## config.mk

```make
export PLATFORM = sky130hd
export DESIGN_NAME = mem_stage
export DESIGN_NICKNAME = d
export VERILOG_FILES = /design/src/rtl/mem_stage_pkg.sv /design/src/rtl/mem_load_ext.sv /design/src/rtl/mem_stage.sv
export SDC_FILE = /design/constraint.sdc
export NUM_CORES = 1
export LEC_CHECK = 0
export BUFFER_PORTS_ARGS = -buffer_cell sky130_fd_sc_hd__buf_2
export CAP_MARGIN = 40
export CELL_PAD_IN_SITES_DETAIL_PLACEMENT = 1
export CELL_PAD_IN_SITES_GLOBAL_PLACEMENT = 2
export CORE_UTILIZATION = 29
export CTS_CLUSTER_DIAMETER = 40
export DETAILED_ROUTE_END_ITERATION = 10
export HOLD_SLACK_MARGIN = 0.12
export PLACE_DENSITY = 0.88
export SLEW_MARGIN = 10
export SYNTH_ARGS = -nofsm -noshare
export SYNTH_HDL_FRONTEND = slang
export SYNTH_HIERARCHICAL = 1
export SYNTH_SLANG_ARGS = --single-unit
```

## constraint.sdc

```tcl
create_clock -name clk -period 5.5 [get_ports clk]
set_input_delay 1.1 -clock clk [delete_from_list [all_inputs] [get_ports clk]]
set_output_delay 1.1 -clock clk [all_outputs]
set_load 0.01 [all_outputs]
```

## src/rtl/mem_stage_pkg.sv

```systemverilog
// Shared definitions for the memory-access pipeline stage.
//   - Bus widths between execute, memory, write-back and decode.
//   - Load operation encodings carried in the execute-to-memory bus.
//   - Packed view of the execute-to-memory bus.
//   - Response-buffer state encoding.
package mem_stage_pkg;

  localparam int ES_TO_MS_BUS_WD = 74;
  localparam int MS_TO_WS_BUS_WD = 70;
  localparam int MS_TO_DS_BUS_WD = 38;

  // Encodings 3'b101..3'b111 are not listed and behave as a full word load.
  typedef enum logic [2:0] {
    LD_W  = 3'b000,
    LD_B  = 3'b001,
    LD_H  = 3'b010,
    LD_BU = 3'b011,
    LD_HU = 3'b100
  } load_op_e;

  typedef struct packed {
    logic [2:0]  load_op;
    logic        res_from_mem;
    logic        gr_we;
    logic [4:0]  dest;
    logic [31:0] alu_result;
    logic [31:0] pc;
  } es_to_ms_t;

  typedef enum logic {
    BUF_EMPTY = 1'b0,
    BUF_FULL  = 1'b1
  } buf_state_e;

endpackage

```

## src/rtl/mem_load_ext.sv

```systemverilog
// Load data extraction: selects the byte, half or word addressed by the low
// address bits from the 32-bit memory word and sign/zero-extends it.
// Ports:
//   load_op   in  3   load operation encoding
//   a         in  2   low two bits of the load address
//   mem_word  in  32  aligned word returned by the data SRAM
//   result    out 32  extended load value
module mem_load_ext
  import mem_stage_pkg::*;
(
  input  logic [2:0]  load_op,
  input  logic [1:0]  a,
  input  logic [31:0] mem_word,
  output logic [31:0] result
);

  logic [7:0]  byte_val;
  logic [15:0] half_val;

  // Halfword selection ignores a[0]; alignment is not checked here.
  assign byte_val = mem_word[{a, 3'b000} +: 8];
  assign half_val = a[1] ? mem_word[31:16] : mem_word[15:0];

  always_comb begin
    unique case (load_op)
      LD_B:    result = {{24{byte_val[7]}}, byte_val};
      LD_H:    result = {{16{half_val[15]}}, half_val};
      LD_BU:   result = {24'h0, byte_val};
      LD_HU:   result = {16'h0, half_val};
      default: result = mem_word;
    endcase
  end

endmodule

```

## src/rtl/mem_stage.sv

```systemverilog
// Memory-access pipeline stage (between execute and write-back).
// Holds one instruction; a load waits for the data-SRAM response, which is
// parked in a one-entry buffer if write-back is stalled when it arrives.
// Ports:
//   clk, reset          clock; synchronous active-high reset
//   ws_allowin          in   write-back can accept an instruction
//   ms_allowin          out  this stage can accept an instruction
//   es_to_ms_valid/bus  in   instruction offered by execute (74 bits)
//   ms_to_ws_valid/bus  out  completed instruction to write-back (70 bits)
//   ms_to_ds_bus        out  forwarding/hazard info to decode (38 bits)
//   data_sram_data_ok   in   load response valid this cycle
//   data_sram_rdata     in   load response data
module mem_stage
  import mem_stage_pkg::*;
(
  input  logic                       clk,
  input  logic                       reset,
  input  logic                       ws_allowin,
  output logic                       ms_allowin,
  input  logic                       es_to_ms_valid,
  input  logic [ES_TO_MS_BUS_WD-1:0] es_to_ms_bus,
  output logic                       ms_to_ws_valid,
  output logic [MS_TO_WS_BUS_WD-1:0] ms_to_ws_bus,
  output logic [MS_TO_DS_BUS_WD-1:0] ms_to_ds_bus,
  input  logic                       data_sram_data_ok,
  input  logic [31:0]                data_sram_rdata
);

  es_to_ms_t   ms_r;
  logic        ms_valid;
  logic        ms_ready_go;
  buf_state_e  buf_state, buf_state_nxt;
  logic        buf_valid;
  logic        buf_capture;
  logic [31:0] rdata_buf;
  logic [31:0] mem_word;
  logic [31:0] load_result;
  logic [31:0] final_result;
  logic        load_wait;
  logic [4:0]  ds_dest;

  // ---------------- handshake ----------------
  assign buf_valid      = (buf_state == BUF_FULL);
  assign ms_ready_go    = !ms_r.res_from_mem || data_sram_data_ok || buf_valid;
  assign ms_allowin     = !ms_valid || (ms_ready_go && ws_allowin);
  assign ms_to_ws_valid = ms_valid && ms_ready_go;

  // NOTE: state registers use non-blocking assignments so every flop samples
  // values from before the edge, independent of block evaluation order.
  always_ff @(posedge clk) begin
    if (reset) begin
      ms_valid <= 1'b0;
    end else if (ms_allowin) begin
      ms_valid <= es_to_ms_valid;
    end
  end

  // NOTE: the payload register carries no reset; it is only meaningful while
  // ms_valid is set, and skipping the reset keeps it a plain enabled flop.
  always_ff @(posedge clk) begin
    if (es_to_ms_valid && ms_allowin) begin
      ms_r <= es_to_ms_bus;
    end
  end

  // ---------------- response buffer ----------------
  always_ff @(posedge clk) begin
    if (reset) begin
      buf_state <= BUF_EMPTY;
    end else begin
      buf_state <= buf_state_nxt;
    end
  end

  // NOTE: every output of this block gets a default first so no path leaves a
  // value unassigned, which would otherwise infer a latch.
  always_comb begin
    buf_state_nxt = buf_state;
    buf_capture   = 1'b0;
    unique case (buf_state)
      BUF_EMPTY: begin
        // Response arrived but write-back cannot take the instruction yet.
        if (ms_valid && ms_r.res_from_mem && data_sram_data_ok && !ws_allowin) begin
          buf_state_nxt = BUF_FULL;
          buf_capture   = 1'b1;
        end
      end
      BUF_FULL: begin
        // ms_ready_go is 1 here, so ws_allowin means the instruction leaves.
        if (ws_allowin) begin
          buf_state_nxt = BUF_EMPTY;
        end
      end
      default: buf_state_nxt = BUF_EMPTY;
    endcase
  end

  always_ff @(posedge clk) begin
    if (buf_capture) begin
      rdata_buf <= data_sram_rdata;
    end
  end

  // ---------------- load extraction and result ----------------
  assign mem_word = buf_valid ? rdata_buf : data_sram_rdata;

  mem_load_ext u_load_ext (
    .load_op  (ms_r.load_op),
    .a        (ms_r.alu_result[1:0]),
    .mem_word (mem_word),
    .result   (load_result)
  );

  assign final_result = ms_r.res_from_mem ? load_result : ms_r.alu_result;

  assign ms_to_ws_bus = {ms_r.gr_we, ms_r.dest, final_result, ms_r.pc};

  // ---------------- decode forwarding / hazard ----------------
  assign ds_dest      = (ms_valid && ms_r.gr_we) ? ms_r.dest : 5'd0;
  assign load_wait    = ms_valid && ms_r.res_from_mem && !ms_ready_go;
  assign ms_to_ds_bus = {load_wait, ds_dest, final_result};

endmodule
```

==> results of run 1 <==
worst reg2reg max path: stages (launching register included):
cell and delay (ns):
edfxtp_1 0.60, buf_16 0.22, buf_4 0.37, nand2_4 0.10
nor4b_4 0.21, buf_4 0.43
metal layers:
metal  share of wire [%]  global-route usage, %  vias up
met2                  51                   26.5      153
met4                 1.3                   5.05        0
met1                  42                   18.8     2039
met3                 6.1                   4.14       10
li1                    -                      -     1934
met5                   0                      0        -
cell type report:
cell class	count	area, um2
multi-input cells	232	2170
repair buffers	230	1210
flip-flops and latches	108	3220
well taps	275	344
fillers	2315	13700
diodes	1	2.50
clock inverters	7	66.3
inverters	4	15.0
clock buffers	9	225
registers in the layout, indices dropped and copies added, names as in the netlist:
register      flops
ms_to_ws_bus     38
ms_r             36
rdata_buf        32
buf_state         1
ms_valid          1
cell families (layout without fill, tap and decap cells):
logic type | Yosys count | in the layout | synth area share, %
flops | 108 | 108 | 52.1
buf+inv | 107 | 250 | 13.0
compound gates | 91 | 91 | 10.8
simple gates | 72 | 72 | 7.99
mux | 67 | 67 | 15.7
xor+xnor | 2 | 2 | 0.405
other cells | 0 | 1 | 0
power by group:
part	switching (mW)	leakage, nW	total, mW	internal (mW)
Combinational	0.247	1.81	0.455	0.208
Clock	0.340	0.143	0.659	0.320
Sequential	0.0303	1.03	0.991	0.960
Total	0.617	2.98	2.11	1.49
through the flow:
stage / cell area [um2] / total power, mW / hold WS, ns / setup WS [ns]
floorplan: 6180 / 1.35 / 0.563 / 0.177
global placement: 6910 / 1.45 / 0.705 / 1.38
detailed placement: 6940 / 1.47 / 0.716 / 1.38
CTS: 7230 / 2.14 / 0.738 / 1.23
global route: 7250 / 2.20 / 0.794 / 1.15
finish: 7250 / 2.11 / 0.728 / 1.32
worst max-delay path by stage:
| stage | to | slack, ns | cells after the start |
|---|---|---|---|
| 2_1_floorplan | ms_r[32] | 0.18 | 2 |
| 3_3_place_gp | ms_to_ds_bus[29] | 1.38 | 7 |
| 3_5_place_dp | ms_to_ds_bus[29] | 1.38 | 7 |
| 4_1_cts | ms_to_ds_bus[29] | 1.23 | 6 |
| 5_1_grt | ms_to_ds_bus[29] | 1.15 | 6 |
| 6_report | ms_to_ws_bus[36] | 1.32 | 7 |
layout by cell type, fill, tap and decap left out, drive strengths merged, types with 7 or more instances in the layout:
cell type / count
buf: 230
edfxtp: 106
mux2: 67
o21ai: 26
o211ai: 16
and4b: 14
nand2: 11
nor2b: 9
clkbuf: 9
nand3: 9
a32oi: 9
a21oi: 8
inv: 8
o221ai: 7
o2111ai: 7
a211oi: 7
==> flow_summary_export.csv, run 1 <==
group,metric,value,unit
setup_path,cp-start-kind,"register",
floorplan,rows,53,
timing,drv_slew,0,
logic_synthesis,synthCells,447,
setup_path,r2r-start,"ms_r[70]",
cells_and_area,area_delta_synth_final,17.3,%
logic_synthesis,synth_top_area_share,51.5,%
timing,slew-limit-headroom,46.2,%
setup_path,critical_path_buf_inv_count,2,
placement,numPortBuffers,220,
min_path,worstHoldStart,"ms_valid",
floorplan,die_area,21900,um2
timing,period_share,76.0,%
logic_synthesis,synth_most_common_cell,"edfxtp_1",
setup_path,crit_family,"flip-flops",
logic_synthesis,yosysWarnings,6,
min_path,min_to,"buf_state",
setup_path,worstPathRequired,4.40,ns
outcome,outcome,"finished, final reports clean",
global_route,grt_pass1_vias,4243,
setup_path,cp-end-kind,"output port",
cells_and_area,drive_above_1_share,54.4,%
placement,dp_hpwl,12500,um
setup_path,r2r_slack,3.19,ns
logic_synthesis,async_flop_share,0,%
global_route,grt_start_max_net_pins,43,
cts,post_cts_resized,0,
cts,path_clk_slew,0.08,ns
drt,totalWireLength,17100,um
logic_synthesis,yosysSeqAreaShare,52.1,%
setup_path,cp_common_cell,"mux2_4",
min_path,min_path_cells,2,
setup_path,path_class,"register to output port",
timing,rsz0062_at_grt,"false",
logic_synthesis,synth_area_leaders,"edfxtp_1, mux2_4, buf_4",
job,cap_violations,0,
floorplan,initial_utilization,29.5,%
placement,gp_congestion,0.850,
cts,clockBufferDepth,2,
logic_synthesis,syn-num-nets,558,
global_route,grt_usage,15.5,%
min_path,hold_class,"register to register",
timing,finalHoldViolCount,0,
timing,setup_viol,0,
cts,cts_buffers,9,
setup_path,crit_slowest_cell,"dfxtp_2",
drt,drtIter0Drc,219,
floorplan,die_h,148,um
timing,fin_crit,4.18,ns
cells_and_area,nets,696,
setup_path,critPathArrivalTime,3.08,ns
cts,clockRootBuffer,"clkbuf_16",
cells_and_area,post-route-util,34.6,%
logic_synthesis,synth_edf_count,106,
logic_synthesis,synth_area,6180,um2
cts,clk_latency,0.35,ns
floorplan,core-area,21000,um2
global_route,grt_pass1_wl,25000,um
cts,cts-hold-fix-buffers,0,
logic_synthesis,synth_seq_cells,108,
logic_synthesis,synth.distinct_cells,50,
pwr,powerDensity,290,nW/um2
pwr,irDropWorstVdd,0.152,mV
setup_path,crit_fanout,20,
logic_synthesis,yosysTopAreaCell,"edfxtp_1",
timing,fmax,0.239,GHz
setup_path,worstSetupStartpoint,"buf_state",
cts,cts.sinks,108,
floorplan,die_width,148,um
drt,avgViaCountPerCell,4.78,
cells_and_area,final_cells,866,
floorplan,io_pins,221,
pwr,p_leak,2.98,nW
setup_path,max_stage_delay,0.78,ns
drt,vias,4136,
global_route,antenna_found_initial,1,
drt,routedWlPerCell,19.7,um
drt,ant_nets,0,
timing,tns,0,ns
global_route,overflow,0,
cts,htree_levels,3,
setup_path,r2r_end,"rdata_buf[31]",
logic_synthesis,avgSynthCellArea,13.8,um2
placement,placed_cells,848,
timing,worst_slew_pin_slew,0.807,ns
drt,dr.pass1.iters,4,
cts,cts_setup_buffers,0,
logic_synthesis,netlist_top_cells_count,"edfxtp_1, buf_4, mux2_4, o21ai_0, o211ai_1",
timing,skew,0.0108,ns
logic_synthesis,synth_ff_type,"edfxtp_1",
setup_path,reg2reg_depth,5,
drt,post-route-drc-count,0,
cts,cts_tree,"built",
setup_path,cp_cell_sequence,"buf_4, mux2_4, and4b_1, o2111ai_1, a21oi_1, mux2_4, buf_2",
Note: power is estimated with default switching activity, not from simulation.
==> run 2, diff against run 1 <==
Settings changed: ABC_AREA set to 1, PLACE_DENSITY 0.88 to 0.92.
Clock period 5.5 ns to 4.1 ns, I/O delays scaled along.
==> flow_summary_export.csv, run 2 <==
group,metric,value,unit
timing,fmax,0.299,GHz
min_path,min_to,"buf_state",
logic_synthesis,avgSynthCellArea,10.3,um2
timing,setup_viol,0,
logic_synthesis,muxShareOfSynthArea,8.15,%
setup_path,critPathArrivalTime,2.52,ns
setup_path,r2r_slack,1.85,ns
cts,post_cts_resized,0,
cells_and_area,final_common_cell,"nand2_1",
timing,whs,0.579,ns
timing,slew-limit-headroom,49.1,%
logic_synthesis,synth_top_area_share,55.7,%
cts,cts.sinks,108,
placement,dp_hpwl,12100,um
floorplan,initial_utilization,30.0,%
floorplan,rows,50,
cells_and_area,nFillCells,2260,
floorplan,die_h,142,um
drt,vias,4196,
floorplan,die_area,20300,um2
timing,worst_slack,0.756,ns
cts,clockBufferDepth,2,
cells_and_area,multi_input_area,1710,um2
timing,period_share,81.6,%
cells_and_area,final_cells,969,
global_route,antenna_found_initial,1,
logic_synthesis,syn-num-nets,667,
timing,drv_slew,0,
pwr,irDropWorstVdd,0.189,mV
logic_synthesis,synth_edf_count,106,
setup_path,cp-end-kind,"output port",
pwr,p_leak,3.30,nW
min_path,hold_class,"register to register",
logic_synthesis,synthCells,556,
logic_synthesis,synth_area_leaders,"edfxtp_1, nand2_1, buf_4",
floorplan,io_pins,221,
cells_and_area,layout_common_cells,"nand2_1, buf_2, edfxtp_1",
cts,cts_tree,"built",
setup_path,reg2reg_depth,5,
cts,cts_setup_buffers,0,
min_path,min_path_cells,2,
drt,routedWlPerCell,16.2,um
setup_path,cp-start-kind,"register",
timing,finalHoldViolCount,0,
min_path,worstHoldStart,"ms_valid",
logic_synthesis,synth_area,5710,um2
logic_synthesis,async_flop_share,0,%
placement,place_ws,0.891,ns
logic_synthesis,synth_adder_area_share,0,%
global_route,grt_pass1_wl,23500,um
job,cap_violations,0,
logic_synthesis,synth.distinct_cells,25,
logic_synthesis,synth_compound_area_share,0.920,%
timing,worst_slew_pin_slew,0.762,ns
placement,numPortBuffers,220,
setup_path,r2r_end,"ms_r[37]",
global_route,grt_pass1_vias,4301,
drt,ant_nets,0,
pwr,powerDensity,401,nW/um2
global_route,grt_start_max_net_pins,46,
timing,fin_crit,3.34,ns
cts,clockRootBuffer,"clkbuf_16",
cells_and_area,drive_above_1_share,40.8,%
placement,placed_cells,953,
logic_synthesis,synth_most_common_cell,"nand2_1",
outcome,outcome,"finished, final reports clean",
floorplan,core-area,19000,um2
cells_and_area,nets,815,
setup_path,path_class,"register to output port",
cells_and_area,largest_reg_flops,38,
drt,avgViaCountPerCell,4.33,
global_route,grt_usage,15.8,%
cells_and_area,area_delta_synth_final,19.8,%
timing,skew,0.0108,ns
drt,totalWireLength,15700,um
cts,clk_latency,0.35,ns
cts,cts_buffers,9,
logic_synthesis,synth_seq_cells,108,
cts,path_clk_slew,0.07,ns
logic_synthesis,yosysTopAreaCell,"edfxtp_1",
drt,post-route-drc-count,0,
logic_synthesis,yosys.area_share.simple,20.6,%
cells_and_area,regArea,3220,um2
setup_path,r2r-start,"buf_state",
placement,gp_congestion,0.811,
logic_synthesis,yosysWarnings,6,
drt,drtIter0Drc,128,
cells_and_area,n_antenna_cell,0,
logic_synthesis,synth_ff_type,"edfxtp_1",
timing,tns,0,ns
logic_synthesis,yosysSeqAreaShare,56.4,%
logic_synthesis,synth_xor_area_share,0,%
logic_synthesis,netlist_top_cells_count,"nand2_1, edfxtp_1, buf_4, mux2_4, inv_1",
logic_synthesis,synth_top_family_by_area,"simple AND/OR/NAND/NOR gates",
timing,rsz0062_at_grt,"false",
cts,htree_levels,3,
global_route,overflow,0,
floorplan,die_width,142,um
setup_path,crit_fanout,17,
drt,dr.pass1.iters,4,
setup_path,worstPathRequired,3.28,ns
cts,cts-hold-fix-buffers,0,
-- run 2: worst max-delay path by stage --
| stage | start | endpoint | cells past startpoint |
|---|---|---|---|
| after detailed placement | data_sram_rdata[7] | ms_to_ds_bus[23] | 13 |
| after CTS | ms_r[33] | ms_to_ds_bus[23] | 10 |
| after global routing | ms_r[33] | ms_to_ds_bus[23] | 10 |
| after global placement | data_sram_rdata[7] | ms_to_ds_bus[23] | 13 |
| final | ms_r[33] | ms_to_ds_bus[23] | 10 |
| after floorplan | data_sram_data_ok | rdata_buf[0] | 2 |
-- run 2: area by class of cell --
cell class,count,area share (%)
Clock buffer,10,3.35
Clock inverter,6,1.28
Inverter,31,1.74
Multi-Input combinational cell,329,24.9
Sequential cell,108,47.1
Tap cell,260,4.75
Timing Repair Buffer,225,16.8
-- run 2: logic make-up after synthesis --
kind of cell,count (synthesis)
muxes,32
AOI/OAI and AO/OA,9
DFF,108
buffers and inverters,119
and+or+nand+nor,288
-- run 2: critical path: stages, from the launching register on --
cell	delay (ns)
edfxtp_1	0.59
inv_2	0.33
nand2_1	0.12
nand2_1	0.11
nand2_2	0.08
nand3_4	0.12
nand2_2	0.08
inv_4	0.17
o21ai_0	0.15
mux2_4	0.29
buf_2	0.15
-- run 2: routing by layer --
metal	global-route usage, %	vias to the layer above	part of all wire [%]
met4	4.41	2	1.2
met1	18.1	1983	41
met5	0	-	0.083
met3	4.41	16	6.6
li1	-	2036	-
met2	28.4	159	51
-- run 2: where the power goes --
group          total (mW)  internal, mW  switching, mW
sequential           1.30          1.28         0.0212
combinational       0.503         0.210          0.293
clock               0.941         0.538          0.403
-- run 2: stage by stage --
| step | total power, mW | instance area, um2 | utilization, % |
|---|---|---|---|
| after floorplan | 1.69 | 5710 | - |
| after global placement | 1.82 | 6530 | 34.3 |
| after detailed placement | 1.84 | 6530 | 34.3 |
| after CTS | 2.80 | 6840 | 36.0 |
| after global routing | 2.87 | 6840 | 36.0 |
| final | 2.74 | 6840 | 36.0 |
==> run 3, diff against run 2 <==
Settings changed: CORE_UTILIZATION 29 to 26, PLACE_DENSITY 0.92 to 0.88.
Clock period 4.1 ns to 2.71 ns, I/O delays scaled along.
==> flow_summary_export.csv, run 3 (synthesized netlist as in run 2, its figures left out) <==
group,metric,value,unit
setup_path,critical_path_buf_inv_count,5,
floorplan,die_area,22600,um2
placement,placed_cells,978,
job,cap_violations,0,
cts,clk_latency,0.36,ns
pwr,switchingPower,1.20,mW
min_path,hold_class,"input pin to register",
placement,gp_congestion,0.789,
timing,drv_slew,0,
setup_path,critPathArrivalTime,2.11,ns
outcome,outcome,"finished, final reports clean",
setup_path,max_stage_delay,0.38,ns
timing,fin_crit,2.66,ns
setup_path,cp_common_cell,"nand2_2",
cts,clockRootBuffer,"clkbuf_16",
cells_and_area,final_cells,1014,
pwr,p_total,4.19,mW
pwr,p_leak,3.54,nW
floorplan,rows,53,
setup_path,crit_slowest_cell,"dfxtp_4",
global_route,grt_start_max_net_pins,75,
cells_and_area,area_delta_synth_final,31.2,%
cells_and_area,nets,845,
placement,numPortBuffers,220,
timing,worst_slew_pin_slew,0.466,ns
global_route,grt_pass1_wl,24200,um
pwr,power_frac_clock,31.5,%
pwr,powerDensity,559,nW/um2
pwr,p_int,2.99,mW
floorplan,initial_utilization,26.8,%
setup_path,cp_cell_sequence,"buf_8, nand2_2, nand2_2, inv_2, nand2_2, nand2_2, nand2_2, nand3_4, nand2_4, inv_6, buf_6, nand2_1, mux2_4, buf_2",
global_route,grt_usage,14.7,%
cts,path_clk_slew,0.08,ns
drt,ant_nets,0,
timing,skew,0.0118,ns
cells_and_area,final_common_cell,"buf_2",
global_route,antenna_found_initial,1,
cts,cts.sinks,108,
cells_and_area,largest_reg_flops,38,
timing,slew-limit-headroom,68.9,%
pwr,p_sw_share,28.6,%
timing,fmax,0.376,GHz
cells_and_area,post-route-util,35.2,%
pwr,irDropWorstVdd,0.311,mV
drt,totalWireLength,17000,um
setup_path,cp-end-kind,"output port",
cts,cts_tree,"built",
timing,tns,0,ns
setup_path,crit_family,"simple AND/OR/NAND/NOR gates",
drt,post-route-drc-count,0,
floorplan,io_pins,221,
cts,cts-hold-fix-buffers,0,
placement,dp_hpwl,12900,um
drt,avgViaCountPerCell,4.26,
cts,cts_buffers,9,
timing,worst_slack,0.0536,ns
timing,period_share,98.0,%
drt,vias,4320,
floorplan,core-area,21300,um2
setup_path,cp-start-kind,"register",
floorplan,die_width,150,um
cts,clockBufferDepth,2,
timing,finalHoldViolCount,0,
cells_and_area,n_antenna_cell,0,
timing,rsz0062_at_grt,"true",
setup_path,worstPathRequired,2.17,ns
cells_and_area,drive_above_1_share,52.0,%
floorplan,die_h,150,um
cts,htree_levels,3,
placement,place_ws,0.133,ns
setup_path,crit_fanout,7,
global_route,overflow,0,
pwr,seqPwrFrac,46.8,%
cells_and_area,layout_common_cells,"buf_2, nand2_1, edfxtp_1",
global_route,grt_pass1_vias,4288,
setup_path,path_class,"register to output port",
drt,routedWlPerCell,16.8,um
pwr,p_comb_share,21.7,%
timing,setup_viol,0,
drt,drtIter0Drc,156,
cells_and_area,nFillCells,2443,
drt,dr.pass1.iters,4,
## run 3: cell types whose count changed in the layout (fill, tap and decap cells not counted), moves of 3 or more
| cell | change |
|---|---|
| inv_6 | +3 |
| buf_6 | +25 |
| nand2_4 | +7 |
| inv_1 | -4 |
| nand2_2 | +50 |
| nand2_1 | -57 |
| buf_4 | +17 |
| buf_2 | -18 |
## run 3: path summary, 6_finish.rpt
check / start / to / slack, ns / cells after the start
setup / recovery: buf_state / ms_to_ds_bus[22] / 0.05 / 14
setup reg to reg: ms_r[70] / ms_r[41] / 0.90 / 5
hold / removal: es_to_ms_bus[10] / ms_to_ws_bus[10] / 0.35 / 1
hold reg to reg: ms_valid / buf_state / 0.57 / 2
## run 3: routing by layer
| metal | global-route usage, % | share of wire (%) | wire length, um |
|---|---|---|---|
| met1 | 16.9 | 40 | 6780 |
| met2 | 26.4 | 51 | 8740 |
| met3 | 4.39 | 7.5 | 1270 |
| met4 | 3.89 | 1.1 | 195 |
| met5 | 0 | 0.071 | 12 |
## run 3: layout make-up
| type | count | area, um2 | area share (%) |
|---|---|---|---|
| clock buffers | 9 | 225 | 3.01 |
| multi-input cells | 330 | 1930 | 25.8 |
| repair inverters | 1 | 7.51 | 0.100 |
| clock inverters | 7 | 73.8 | 0.985 |
| well taps | 275 | 344 | 4.59 |
| repair buffers | 253 | 1550 | 20.7 |
| inverters | 31 | 134 | 1.79 |
| flip-flops and latches | 108 | 3230 | 43.1 |
## run 3: what timing repair did
item                       in CTS  in global routing
setup endpoints to repair      64                 64
resized for setup              12                102
pin swaps                       0                 28
buffers inserted                1                 16
gates cloned                    1                  2
## run 3: power groups by stage
stage	Clock (mW)	Sequential, mW	Combinational [mW]
floorplan	0	1.99	0.569
global placement	0	1.99	0.779
detailed placement	0	2.00	0.792
CTS	1.38	1.96	0.806
global route	1.42	1.97	0.991
finish	1.32	1.96	0.908
## run 3: metrics by stage
step	hold WS [ns]	area (um2)
6_report	0.349	7490
3_5_place_dp	0.574	6630
2_1_floorplan	0.508	5720
3_3_place_gp	0.567	6630
4_1_cts	0.331	6980
5_1_grt	0.332	7490
## run 3: worst reg2reg max path: stages, from the launching register on
cell      delay (ns)
edfxtp_1        0.43
buf_4           0.23
nand4_1         0.15
nand2_1         0.12
nor2_4          0.11
buf_12          0.31
